<file path="config.mk">
export PLATFORM = sky130hd
export DESIGN_NAME = jtbubl_pal_loader
export DESIGN_NICKNAME = d
export VERILOG_FILES = /design/src/rtl/jtbubl_pkg.sv /design/src/rtl/jtbubl_pal_loader.sv
export SDC_FILE = /design/constraint.sdc
export NUM_CORES = 1
export LEC_CHECK = 0
export ABC_AREA = 0
export CAP_MARGIN = 30
export CORE_ASPECT_RATIO = 1.75
export CORE_MARGIN = 5
export CORE_UTILIZATION = 25
export CTS_BUF_LIST = sky130_fd_sc_hd__clkbuf_8
export CTS_CLUSTER_DIAMETER = 40
export DETAILED_ROUTE_END_ITERATION = 10
export SLEW_MARGIN = 10
export SYNTH_ARGS = -nofsm -noshare
export SYNTH_HDL_FRONTEND = slang
export SYNTH_SLANG_ARGS = --single-unit
</file>
<file path="constraint.sdc">
create_clock -name clk -period 7.9 [get_ports clk]
set_input_delay 1.975 -clock clk [delete_from_list [all_inputs] [get_ports clk]]
set_output_delay 1.975 -clock clk [all_outputs]
set_load 0.02 [all_outputs]
</file>
<file path="src/rtl/jtbubl_pkg.sv">
// Shared jtbubl constants: palette image geometry, ROM address width, and the
// palette loader state encoding.
package jtbubl_pkg;

    localparam int PAL_AW    = 9;
    localparam int PAL_BYTES = 1 << PAL_AW;
    localparam int ROM_AW    = 22;

    // Each colour occupies two bytes: even address holds R/G, odd address holds B.
    localparam logic PAL_BYTE_RG = 1'b0;
    localparam logic PAL_BYTE_B  = 1'b1;

    typedef enum logic [2:0] {
        ST_IDLE,
        ST_WAIT_VB,
        ST_FETCH,
        ST_WRITE,
        ST_CHK_RD,
        ST_CHK_CMP,
        ST_FINISH
    } pal_ld_state_t;

endpackage

</file>
<file path="src/rtl/jtbubl_pal_loader.sv">
// Copies a palette image from ROM into palette RAM during vertical blank,
// optionally reading each byte back to flag mismatches.
module jtbubl_pal_loader
    import jtbubl_pkg::*;
#(
    parameter int AW     = PAL_AW,
    parameter int ROMAW  = ROM_AW,
    parameter bit VERIFY = 1'b1
) (
    input  logic             clk,
    input  logic             rst,
    input  logic             LVBL,
    input  logic             start,
    input  logic [ROMAW-1:0] base_addr,
    output logic             rom_cs,
    output logic [ROMAW-1:0] rom_addr,
    input  logic [7:0]       rom_data,
    input  logic             rom_ok,
    output logic             pal_cs,
    output logic             cpu_rnw,
    output logic [AW-1:0]    pal_addr,
    output logic [7:0]       pal_wdata,
    input  logic [7:0]       pal_rdata,
    output logic             busy,
    output logic             done,
    output logic             err
);

    localparam logic [AW:0] LAST_CNT = {1'b0, {AW{1'b1}}};

    pal_ld_state_t    r_state;
    pal_ld_state_t    w_next;
    logic [ROMAW-1:0] r_base;
    logic [AW:0]      r_cnt;
    logic [7:0]       r_data;
    logic             r_err;
    logic             w_last;
    logic             w_byte_done;
    logic             w_advance;

    assign w_last    = (r_cnt == LAST_CNT);
    assign rom_addr  = r_base + ROMAW'(r_cnt);
    assign pal_addr  = r_cnt[AW-1:0];
    assign pal_wdata = r_data;
    assign err       = r_err;

    always_ff @(posedge clk) begin
        // NOTE: sequential state uses non-blocking assignments so every register
        // samples pre-edge values, independent of statement order.
        if (rst) begin
            r_state <= ST_IDLE;
            r_base  <= '0;
            r_cnt   <= '0;
            r_data  <= '0;
            r_err   <= 1'b0;
        end else begin
            r_state <= w_next;
            case (r_state)
                ST_IDLE: begin
                    if (start) begin
                        r_base <= base_addr;
                        r_cnt  <= '0;
                        r_err  <= 1'b0;
                    end
                end
                ST_FETCH: begin
                    if (rom_ok) r_data <= rom_data;
                end
                ST_CHK_CMP: begin
                    if (pal_rdata != r_data) r_err <= 1'b1;
                end
                default: ;
            endcase
            if (w_advance) r_cnt <= r_cnt + 1'b1;
        end
    end

    always_comb begin
        // NOTE: every combinational output gets a default first so no path
        // through the case statement can infer a latch.
        w_next      = r_state;
        w_byte_done = 1'b0;
        w_advance   = 1'b0;
        rom_cs      = 1'b0;
        pal_cs      = 1'b0;
        cpu_rnw     = 1'b1;
        busy        = 1'b0;
        done        = 1'b0;
        case (r_state)
            ST_IDLE: begin
                if (start) w_next = ST_WAIT_VB;
            end
            ST_WAIT_VB: begin
                busy = 1'b1;
                if (!LVBL) w_next = ST_FETCH;
            end
            ST_FETCH: begin
                busy   = 1'b1;
                rom_cs = 1'b1;
                if (rom_ok) w_next = ST_WRITE;
            end
            ST_WRITE: begin
                busy    = 1'b1;
                pal_cs  = 1'b1;
                cpu_rnw = 1'b0;
                if (VERIFY) w_next = ST_CHK_RD;
                else        w_byte_done = 1'b1;
            end
            ST_CHK_RD: begin
                busy   = 1'b1;
                pal_cs = 1'b1;
                w_next = ST_CHK_CMP;
            end
            ST_CHK_CMP: begin
                busy        = 1'b1;
                w_byte_done = 1'b1;
            end
            ST_FINISH: begin
                done   = 1'b1;
                w_next = ST_IDLE;
            end
            default: w_next = ST_IDLE;
        endcase

        // The byte in flight always completes; blank only gates the next fetch.
        if (w_byte_done) begin
            if (w_last) begin
                w_next = ST_FINISH;
            end else begin
                w_advance = 1'b1;
                w_next    = LVBL ? ST_WAIT_VB : ST_FETCH;
            end
        end
    end

endmodule

</file>
==> results of run 1 <==
routing by layer:
layer  track usage, %  vias up
met4             6.35        0
li1                 -     1334
met1             12.7     1208
met3             2.86       20
met2             22.8       81
met5                0        -
logic make-up (layout without fill, tap and decap cells):
kind of cell / Yosys count / after routing / synth area share (%)
XOR/XNOR: 30 / 30 / 9.83
AND/OR/NAND/NOR: 137 / 137 / 23.5
flip-flops: 44 / 44 / 33.0
AO/OA/AOI/OAI: 86 / 86 / 20.4
buffers and inverters: 35 / 109 / 6.55
adder cells (fa/ha/maj): 12 / 12 / 5.90
multiplexers: 2 / 2 / 0.796
power by group:
group          total (uW)  switching [uW]  internal, uW
clock                 146            77.6          68.9
sequential            243            11.3           232
combinational         117            57.5          59.0
total                 506             146           360
sequential cells by signal, summed over array words and instances, names as in the netlist:
| signal | flops |
|---|---|
| err | 1 |
| r_base | 22 |
| r_cnt | 10 |
| r_state | 3 |
| pal_wdata | 8 |
stage by stage:
| stage | util [%] | hold WS, ns | worst slack (ns) | area [um^2] | power, uW |
|---|---|---|---|---|---|
| final | 35.0 | 0.459 | 2.70 | 3700 | 506 |
| after global routing | 35.0 | 0.488 | 2.46 | 3700 | 535 |
| after CTS | 35.0 | 0.461 | 2.67 | 3700 | 515 |
| after detailed placement | 34.1 | 0.448 | 3.03 | 3610 | 366 |
| after global placement | 33.9 | 0.450 | 3.12 | 3580 | 361 |
| after floorplan | - | 0.440 | 3.73 | 2670 | 307 |
placed cells by master (no fill, tap or decap), types with 2 or more instances in the layout:
cell and instances:
sky130_fd_sc_hd__a21oi_1 49, sky130_fd_sc_hd__xor2_1 11, sky130_fd_sc_hd__inv_1 13, sky130_fd_sc_hd__nand3_1 11, sky130_fd_sc_hd__and3_1 5, sky130_fd_sc_hd__clkdlybuf4s50_1 87
sky130_fd_sc_hd__a21boi_0 4, sky130_fd_sc_hd__nor3_1 10, sky130_fd_sc_hd__o211ai_1 3, sky130_fd_sc_hd__buf_8 2, sky130_fd_sc_hd__nand2_1 71, sky130_fd_sc_hd__o21ai_0 10
sky130_fd_sc_hd__clkbuf_8 6, sky130_fd_sc_hd__ha_1 11, sky130_fd_sc_hd__o2111ai_1 3, sky130_fd_sc_hd__o21a_1 2, sky130_fd_sc_hd__xnor2_1 19, sky130_fd_sc_hd__nor2_1 18
sky130_fd_sc_hd__nor2b_1 4, sky130_fd_sc_hd__nand4_1 6, sky130_fd_sc_hd__a31oi_1 3, sky130_fd_sc_hd__dfxtp_1 44
area by class of cell:
class                      count  area, um^2  share of cell area (%)
multi-input combinational    267        1620                    43.7
timing repair buffer          90         908                    24.6
sequential                    44         881                    23.8
tap                          130         163                    4.40
clock buffer                   6        82.6                    2.23
inverter                      11        41.3                    1.12
clock inverter                 2        7.51                   0.203
cells in the mapped netlist (5+ instances only):
library cell | number | area, um^2
sky130_fd_sc_hd__buf_4 | 9 | 67.6
sky130_fd_sc_hd__a21oi_1 | 49 | 245
sky130_fd_sc_hd__nand3_1 | 11 | 55.1
sky130_fd_sc_hd__clkbuf_1 | 6 | 22.5
sky130_fd_sc_hd__ha_1 | 11 | 138
sky130_fd_sc_hd__xnor2_1 | 19 | 166
sky130_fd_sc_hd__nor3_1 | 10 | 50.1
sky130_fd_sc_hd__xor2_1 | 11 | 96.3
sky130_fd_sc_hd__buf_2 | 8 | 40.0
sky130_fd_sc_hd__inv_1 | 11 | 41.3
sky130_fd_sc_hd__and3_1 | 5 | 31.3
sky130_fd_sc_hd__nor2_1 | 18 | 67.6
sky130_fd_sc_hd__o21ai_0 | 10 | 50.1
sky130_fd_sc_hd__dfxtp_1 | 44 | 881
sky130_fd_sc_hd__nand2_1 | 71 | 267
sky130_fd_sc_hd__nand4_1 | 6 | 37.5
critical path, delay by kind of cell (launching register included):
kind,cells,cell delay [ns]
AOI/OAI and AO/OA,3,0.83
buffers and inverters,2,0.69
adders and majority gates,2,0.61
DFF,1,0.44
xor gates and xnor gates,1,0.18
and+or+nand+nor,1,0.17
worst paths after layout:
check,start,end,slack [ns],cells past startpoint
max,r_cnt[0],rom_addr[20],2.70,9
min,err,err,0.46,2
max reg2reg,r_cnt[1],r_cnt[3],6.03,6
min reg2reg,err,err,0.46,2
==> out/metrics.csv, run 1 <==
metric,value,unit
result_of_the_run,"complete, no violations",
synth_edf_count,0,
leakage_power,0.00136,uW
n_antenna_cell,0,
hpwlAfterDp,6460,um
grt_pass1_wl,12700,um
met3WireLength,518,um
post-cts-setup-buffers,0,
synthesis.area,2670,um^2
peak_freq,0.192,GHz
critPathKind,flip-flop to primary output,
area_delta_synth_final,38.4,%
io-pin-count,88,
ys.warnings.count,0,
period_minus_slack,5.20,ns
die_area,12900,um^2
worst_ep_required_time,5.93,ns
routed-via-count,2643,
cts-hold-fix-buffers,0,
clock_latency,0.30,ns
first_global_vias,2592,
final.period_utilization,65.9,%
min_path_type,flip-flop to flip-flop,
synth-async-reset-ratio,0,%
layout-drive-gt1-share,4.52,%
clk_root_buf,sky130_fd_sc_hd__clkbuf_8,
timing.critical_path.fanout_max,7,
worstPathArrival,3.23,ns
ys.flop_type,sky130_fd_sc_hd__dfxtp_1,
gpl.final_weighted_congestion,0.840,
yosys_register_bits,44,
detail_route.iter0.violations,114,
worstMarginPinSlew,0.789,ns
ordered_list_of_cells_on_the_worst_path,ha_1 > inv_1 > fa_1 > nor2b_1 > o2111ai_1 > a21oi_1 > o2111ai_1 > xnor2_1 > clkdlybuf4s50_1,
maximum_number_of_pins_on_one_net_before_global_route_repair,44,
nets,474,
slew_viol_final,0,
setup_total_negative_slack,0,ns
synth_sequential_area_ratio,33.0,%
cts_buffers,5,
syn-instance-count,346,
routed_via_density,4.81,
avgSynthCellArea,7.72,um^2
initial_core_utilization,25.3,%
clock_sink_total,44,
track_usage,12.5,%
total_global_routing_overflow,0,
drt_wl_total,8200,um
net_count_after_synthesis,401,
worst_ir_drop_vdd,91.9,uV
clk_pin_slew_worst_paths,0.08,ns
fp.coreArea,10600,um^2
clock_tree_from_tritoncts,built,
die_width,88.2,um
dr_wl_met2,4360,um
timing.final.hold_violations,0,
maxCapViolations,0,
port-buffer-count,87,
dieHeight,147,um
setup.worst_path.start_class,flip-flop,
wl_met1,3000,um
placementRows,50,
grt_antenna_before_repair,0,
finalSetupViolCount,0,
topRoutingLayerUsed,met4,
ctsResizeCount,0,
netlist-cell-type-count,50,
drc,0,
first_pass_iters,5,
rsz0062_at_grt,false,
critPathCaptureType,primary output,
ant_nets,0,
htree_levels,2,
routedWlPerCell,14.9,um
worst_slew_margin_rel,46.8,%
critPathSlowestCell,sky130_fd_sc_hd__clkdlybuf4s50_1,
place.detailed.instances,542,
fin_cells,550,
final.setup_skew,0.00384,ns
crit_path_frequent_cell,sky130_fd_sc_hd__o2111ai_1,
worst_path_largest_cell_delay,0.63,ns
power.density,137,nW/um^2
max-clock-path-buffers,2,
nFillCells,1124,
(Power assumes the default switching activity.)
==> inputs of run 2 (changes only) <==
- clock period: 7.9 -> 4.3 ns (I/O delays scaled with it)
==> run 2 against run 1 <==
- sequential cell count stayed put
- worst hold slack worse by 0.0012 ns
- clock power is 110% higher
- sequential share of layout area is 0.16 points lower
- register-to-register slack worse by 3.6 ns
- non-clock buffer count is 3 higher
- critical path type unchanged
==> out/metrics.csv, run 2 (synthesis results as in run 1) <==
metric,value,unit
power.clock.fraction,32.2,%
track_usage,12.4,%
area.sequential,882,um^2
cts-hold-fix-buffers,0,
gpl.final_weighted_congestion,0.804,
grt_pass1_wl,12700,um
clock_sink_total,44,
nets,477,
drt_wl_total,7990,um
pwr-share-seq,46.1,%
clock_latency,0.30,ns
critPathKind,flip-flop to primary output,
critPathCaptureType,primary output,
clk_root_buf,sky130_fd_sc_hd__clkbuf_8,
min_path_type,flip-flop to flip-flop,
worst_ir_drop_vdd,141,uV
hpwlAfterDp,6280,um
layout-drive-gt1-share,5.91,%
maxCapViolations,0,
slew_viol_final,0,
largest_reg_flops,22,
nFillCells,1134,
fp.coreArea,10600,um^2
die_width,88.2,um
n_antenna_cell,0,
final.period_utilization,93.1,%
worstMarginPinSlew,0.698,ns
total_global_routing_overflow,0,
result_of_the_run,"complete, no violations",
peak_freq,0.250,GHz
dieHeight,147,um
routed_via_density,4.79,
maximum_number_of_pins_on_one_net_before_global_route_repair,32,
worst_ep_required_time,3.22,ns
leakage_power,0.00137,uW
timing.critical_path.fanout_max,7,
drc,0,
mostFrequentLayoutCell,sky130_fd_sc_hd__clkdlybuf4s50_1,
share_comb_of_total_power,21.7,%
rsz0062_at_grt,false,
worst_slew_margin_rel,53.5,%
initial_core_utilization,25.3,%
detail_route.iter0.violations,116,
htree_levels,2,
clk_pin_slew_worst_paths,0.08,ns
final.setup_skew,0.00282,ns
multi_input_area,1620,um^2
timing.final.hold_violations,0,
routedWlPerCell,14.5,um
registers.top_by_ff_count,r_base,
clock_tree_from_tritoncts,built,
first_global_vias,2642,
period_minus_slack,4.00,ns
most-common-layout-cells,"sky130_fd_sc_hd__clkdlybuf4s50_1, sky130_fd_sc_hd__nand2_1, sky130_fd_sc_hd__a21oi_1",
net-switching-power,268,uW
area_delta_synth_final,39.6,%
power.density,260,nW/um^2
placementRows,50,
io-pin-count,88,
first_pass_iters,4,
setup_total_negative_slack,0,ns
grt_antenna_before_repair,0,
routed-via-count,2647,
worstPathArrival,2.93,ns
max-clock-path-buffers,2,
setup.worst_path.start_class,flip-flop,
finalSetupViolCount,0,
die_area,12900,um^2
ant_nets,0,
cts_buffers,5,
port-buffer-count,87,
post-layout-total-power,970,uW
netSwitchingFraction,27.6,%
cellInternalPower,702,uW
run 2: changes by cell type in the layout (fill, tap and decap cells not counted), sizes merged:
| cell | before | now |
|---|---|---|
| buf | 3 | 6 |
| clkinv | 0 | 1 |
| inv | 13 | 12 |
| clkbuf | 6 | 5 |
| bufinv | 0 | 1 |
run 2: critical path, stage by stage (launching register included):
cell                              delay [ns]
sky130_fd_sc_hd__dfxtp_2                0.40
sky130_fd_sc_hd__ha_1                   0.18
sky130_fd_sc_hd__inv_1                  0.05
sky130_fd_sc_hd__fa_1                   0.39
sky130_fd_sc_hd__nor2b_1                0.17
sky130_fd_sc_hd__o2111ai_1              0.17
sky130_fd_sc_hd__a21oi_2                0.15
sky130_fd_sc_hd__buf_4                  0.15
sky130_fd_sc_hd__o2111ai_1              0.14
sky130_fd_sc_hd__xnor2_1                0.18
sky130_fd_sc_hd__clkdlybuf4s50_1        0.63
run 2: cell type report:
cell class / instances / area share (%)
multi-input combinational: 267 / 43.4
clock buffer: 5 / 1.85
tap: 130 / 4.36
inverter: 11 / 1.11
clock inverter: 3 / 1.04
timing repair buffer: 93 / 24.6
sequential: 44 / 23.6
run 2: path summary, 6_finish.rpt:
| path | startpoint | endpoint | slack, ns | depth (start not counted) |
|---|---|---|---|---|
| min | err | err | 0.46 | 2 |
| max | r_cnt[0] | rom_addr[20] | 0.30 | 10 |
| max reg2reg | r_cnt[1] | r_cnt[4] | 2.46 | 6 |
| min reg2reg | err | err | 0.46 | 2 |
run 2: repair_timing:
item	CTS	global route
buffers inserted	0	1
pin swaps	0	1
setup endpoints to repair	3	6
resized for setup	1	1
run 2: layer usage:
metal	GRT usage (%)	up-vias	wire length (um)
met5	0	-	0
met3	2.86	15	533
met4	5.98	0	274
met2	22.8	77	4270
li1	-	1339	-
met1	12.7	1216	2920
run 2: per-stage QoR:
step           area (um^2)  cells  utilization [%]  setup WS, ns  hold WS, ns
3_5_place_dp          3610    544             34.1         0.305        0.452
2_1_floorplan         2670    346                -          1.03        0.440
6_report              3730    553             35.3         0.297        0.458
4_1_cts               3720    552             35.2         0.101        0.464
5_1_grt               3730    553             35.3        0.0913        0.493
3_3_place_gp          3610    544             34.1         0.434        0.447
run 2: power groups by stage:
stage | registers [uW] | logic [uW] | clock network, uW
floorplan | 451 | 113 | 0
global placement | 456 | 211 | 0
detailed placement | 457 | 213 | 0
CTS | 447 | 214 | 325
global route | 451 | 230 | 338
finish | 447 | 211 | 313
==> RTL edit 1 (settings of run 2) <==
Set the package constant `PAL_AW` to 10 (it was 9).
--- a/src/rtl/jtbubl_pkg.sv
+++ b/src/rtl/jtbubl_pkg.sv
@@ -3,5 +3,5 @@
 package jtbubl_pkg;
 
-    localparam int PAL_AW    = 9;
+    localparam int PAL_AW    = 10;
     localparam int PAL_BYTES = 1 << PAL_AW;
     localparam int ROM_AW    = 22;
Interface: changed (resized pal_addr); port bits go from 88 to 89. The function was not compared with the original's and may differ.
==> RTL edit 1 against run 2 <==
Worst setup slack got worse by 0.087 ns. Synthesized cell count shrank 2.9%. Global-route usage fell by 0.40 points. Die area shrank 1.6%. Sequential cell count increased by 1. Wire length shrank 2.3%. Maximum frequency decreased by 2.1%. Via count is 3.4% lower. Worst hold slack better by 0.0080 ns. Design area down 2.3%. Power down 5.9%. Synthesized area shrank 1.8%. First-iteration DRC count is 42% lower.
==> RTL edit 1: results (changes against run 2) <==
INFO  metric hold_ws = 0.466 ns (was 0.458 ns)
INFO  metric syn-instance-count = 336 (was 346)
INFO  metric arrival = 3.01 ns (was 2.93 ns)
INFO  metric yosysUniqueCellTypes = 41 (was 50)
INFO  metric vdd_ir_drop_max = 0.000115 V (was 0.000141 V)
INFO  metric grt_util_all_layers = 12.0% (was 12.4%)
INFO  metric clockPowerShare = 27.9% (was 32.2%)
INFO  metric reg_to_reg_endpoint = r_base[10] (was r_cnt[4])
INFO  metric grt_pass1_wl = 12.2 mm (was 12.7 mm)
INFO  metric detail_route.wirelength = 7.81 mm (was 7.99 mm)
INFO  metric holdCritStartpoint = r_base[2] (was err)
INFO  metric grt_max_degree = 46 (was 32)
INFO  metric sequential_share_of_the_synthesized_area = 34.3% (was 33.0%)
INFO  metric routabilityCongestion = 0.812 (was 0.804)
INFO  metric power.leakage = 1.42 nW (was 1.37 nW)
INFO  metric dpl.cell_count = 530 (was 544)
INFO  metric compound_cell_area_share_of_the_yosys_netlist = 17.9% (was 20.4%)
INFO  metric max-slew-margin-rel = 42.1% (was 53.5%)
INFO  metric cts_repair_resize_count = 0 (was 1)
INFO  metric worstSetupEndpoint = rom_addr[12] (was rom_addr[20])
INFO  metric layoutNonFillerInstCount = 538 (was 553)
INFO  metric yosys-top-cells-area = sky130_fd_sc_hd__dfxtp_1, sky130_fd_sc_hd__nand2_1, sky130_fd_sc_hd__a21oi_1 (unchanged)
INFO  metric path_max_fanout = 5 (was 7)
INFO  metric synth.top_cells.by_count = sky130_fd_sc_hd__nand2_1, sky130_fd_sc_hd__a21oi_1, sky130_fd_sc_hd__dfxtp_1, sky130_fd_sc_hd__xnor2_1 (was sky130_fd_sc_hd__nand2_1, sky130_fd_sc_hd__a21oi_1, sky130_fd_sc_hd__dfxtp_1, sky130_fd_sc_hd__xnor2_1, sky130_fd_sc_hd__nor2_1)
INFO  metric r2r_setup_slack = 2.33 ns (was 2.46 ns)
INFO  metric p_per_area = 251 nW/um^2 (was 260 nW/um^2)
INFO  metric synth.mux.area_fraction = 0% (was 0.796%)
INFO  metric seq_power = 456 uW (was 447 uW)
INFO  metric hpwl = 6.02 mm (was 6.28 mm)
INFO  metric clock_skew = 0.00576 ns (was 0.00282 ns)
INFO  metric status = completed (unchanged)
RTL edit 1: tightest hold or removal path: stages, from the launching register on:
cell                      delay (ns)
sky130_fd_sc_hd__dfxtp_1        0.32
sky130_fd_sc_hd__nand2_1        0.05
sky130_fd_sc_hd__a21oi_1        0.05
RTL edit 1: layout make-up:
class / count / area, sq um
fillers: 1113 / 6660
multi-input cells: 261 / 1560
repair buffers: 91 / 918
flip-flops and latches: 45 / 901
well taps: 127 / 159
clock buffers: 5 / 68.8
inverters: 6 / 22.5
clock inverters: 3 / 11.3
RTL edit 1: metal layers:
| metal | vias up | GRT usage (%) | part of all wire [%] |
|---|---|---|---|
| li1 | 1289 | - | - |
| met1 | 1178 | 12.3 | 37 |
| met2 | 84 | 22.4 | 54 |
| met3 | 7 | 2.95 | 6.8 |
| met4 | 0 | 4.99 | 1.7 |
| met5 | - | 0 | 0 |
==> RTL edit 2 (flow settings as in run 2) <==
Without the edit above. Register the input `rom_data` before use, without a reset. The logic sees it one clock later. The other inputs are not delayed to match.
--- a/src/rtl/jtbubl_pal_loader.sv
+++ b/src/rtl/jtbubl_pal_loader.sv
@@ -28,4 +28,10 @@
 
     localparam logic [AW:0] LAST_CNT = {1'b0, {AW{1'b1}}};
+
+    logic [7:0] rom_data_q;
+
+    always_ff @(posedge clk) begin
+        rom_data_q <= rom_data;
+    end
 
     pal_ld_state_t    r_state;
@@ -65,5 +71,5 @@
                 end
                 ST_FETCH: begin
-                    if (rom_ok) r_data <= rom_data;
+                    if (rom_ok) r_data <= rom_data_q;
                 end
                 ST_CHK_CMP: begin
Formal check against the unedited RTL: not equivalent (a bounded check fails within 4 cycles, from zero or initial values and one cycle with rst high).
==> RTL edit 2 against run 2 <==
Count of clock-buffer cells in the layout unchanged. Wire length up 3.3%. Power up 26%. Via count up 4.8%. Critical path depth down 3. Worst setup slack worse by 0.080 ns. Worst hold slack worse by 0.018 ns. Design area up 8.6%. Global-route usage down 0.92 points. Largest cell class unchanged. Core utilization down 0.098 points. Synthesized area up 9.5%. Sequential cell count up 8. Maximum frequency down 2.0%.
==> RTL edit 2: results (changes against run 2) <==
INFO  metric first_global_vias = 2727 (was 2642)
INFO  metric intPower = 914 uW (was 702 uW)
INFO  metric met1Wirelength = 3.22 mm (was 2.92 mm)
INFO  metric yosys-top-cells-area = sky130_fd_sc_hd__dfxtp_1, sky130_fd_sc_hd__nand2_1, sky130_fd_sc_hd__a21oi_1 (unchanged)
INFO  metric design.final.nets = 501 (was 477)
INFO  metric met2WireLength = 4.53 mm (was 4.27 mm)
INFO  metric grt.met1_usage = 12.4% (was 12.7%)
INFO  metric grt_max_degree = 45 (was 32)
INFO  metric dpl_cell_area = 3840 sq um (was 3610 sq um)
INFO  metric grt.met3_usage = 2.26% (was 2.86%)
INFO  metric grt_pass1_wl = 13.2 mm (was 12.7 mm)
INFO  metric critical-path-top-delay-family = compound AO/OA/AOI/OAI gates (was buffers and inverters)
INFO  metric vdd_ir_drop_max = 0.000161 V (was 0.000141 V)
INFO  metric met3RoutedLength = 370 um (was 533 um)
INFO  metric grt.met2_usage = 21.6% (was 22.8%)
INFO  metric wire_per_inst = 14.2 um (was 14.5 um)
INFO  metric grt_util_all_layers = 11.5% (was 12.4%)
INFO  metric status = completed (unchanged)
INFO  metric synth.top_cells.by_count = sky130_fd_sc_hd__nand2_1, sky130_fd_sc_hd__a21oi_1, sky130_fd_sc_hd__dfxtp_1, sky130_fd_sc_hd__nor2_1, sky130_fd_sc_hd__xor2_1 (was sky130_fd_sc_hd__nand2_1, sky130_fd_sc_hd__a21oi_1, sky130_fd_sc_hd__dfxtp_1, sky130_fd_sc_hd__xnor2_1, sky130_fd_sc_hd__nor2_1)
INFO  metric sequential_share_of_the_synthesized_area = 35.6% (was 33.0%)
INFO  metric worstSetupEndpoint = rom_addr[15] (was rom_addr[20])
INFO  metric vias = 2774 (was 2647)
INFO  metric worst_min_delay_path_endpoint = pal_wdata[6] (was err)
INFO  metric startpoint = r_cnt[3] (was r_cnt[0])
INFO  metric startpoint_of_the_worst_slack_reg_to_reg_timing_path = r_cnt[0] (was r_cnt[1])
INFO  metric clock_skew = 0.00383 ns (was 0.00282 ns)
## RTL edit 2: power groups by stage
stage,registers [mW],clock network (mW),logic (mW)
after floorplan,0.532,0,0.128
after global placement,0.537,0,0.236
after detailed placement,0.538,0,0.237
after CTS,0.527,0.474,0.238
after global routing,0.531,0.493,0.258
final,0.527,0.461,0.238
## RTL edit 2: worst register-to-register path, stage by stage, from the launching register on
cell,delay [ns]
sky130_fd_sc_hd__dfxtp_1,0.35
sky130_fd_sc_hd__buf_4,0.15
sky130_fd_sc_hd__ha_1,0.24
sky130_fd_sc_hd__nand2_1,0.13
sky130_fd_sc_hd__o41a_1,0.68
sky130_fd_sc_hd__nand4_1,0.23
sky130_fd_sc_hd__mux2_2,0.34
sky130_fd_sc_hd__nor2_1,0.07
## RTL edit 2: through the flow
step           instances  setup WS, ns
6_report             582         0.217
5_1_grt              582        0.0516
4_1_cts              580        0.0115
3_5_place_dp         572         0.308
3_3_place_gp         572         0.345
2_1_floorplan        372         0.979
## RTL edit 2: cell families (layout without fill, tap and decap cells)
logic type      count (synthesis)  after routing  share of synthesized area [%]
fa+ha+maj                      12             12                           5.39
xor+xnor                       24             24                           7.19
mux                             4              4                           1.45
simple gates                  158            158                           26.9
compound gates                 87             87                           17.4
flops                          52             52                           35.6
buf+inv                        35            110                           6.07
## RTL edit 2: layout make-up
cell class / instances / area [sq um]
Fill cell: 1206 / 7460
Sequential cell: 52 / 1040
Clock inverter: 3 / 90.1
Clock buffer: 5 / 68.8
Tap cell: 135 / 169
Timing Repair Buffer: 92 / 908
Multi-Input combinational cell: 285 / 1740
Inverter: 10 / 37.5
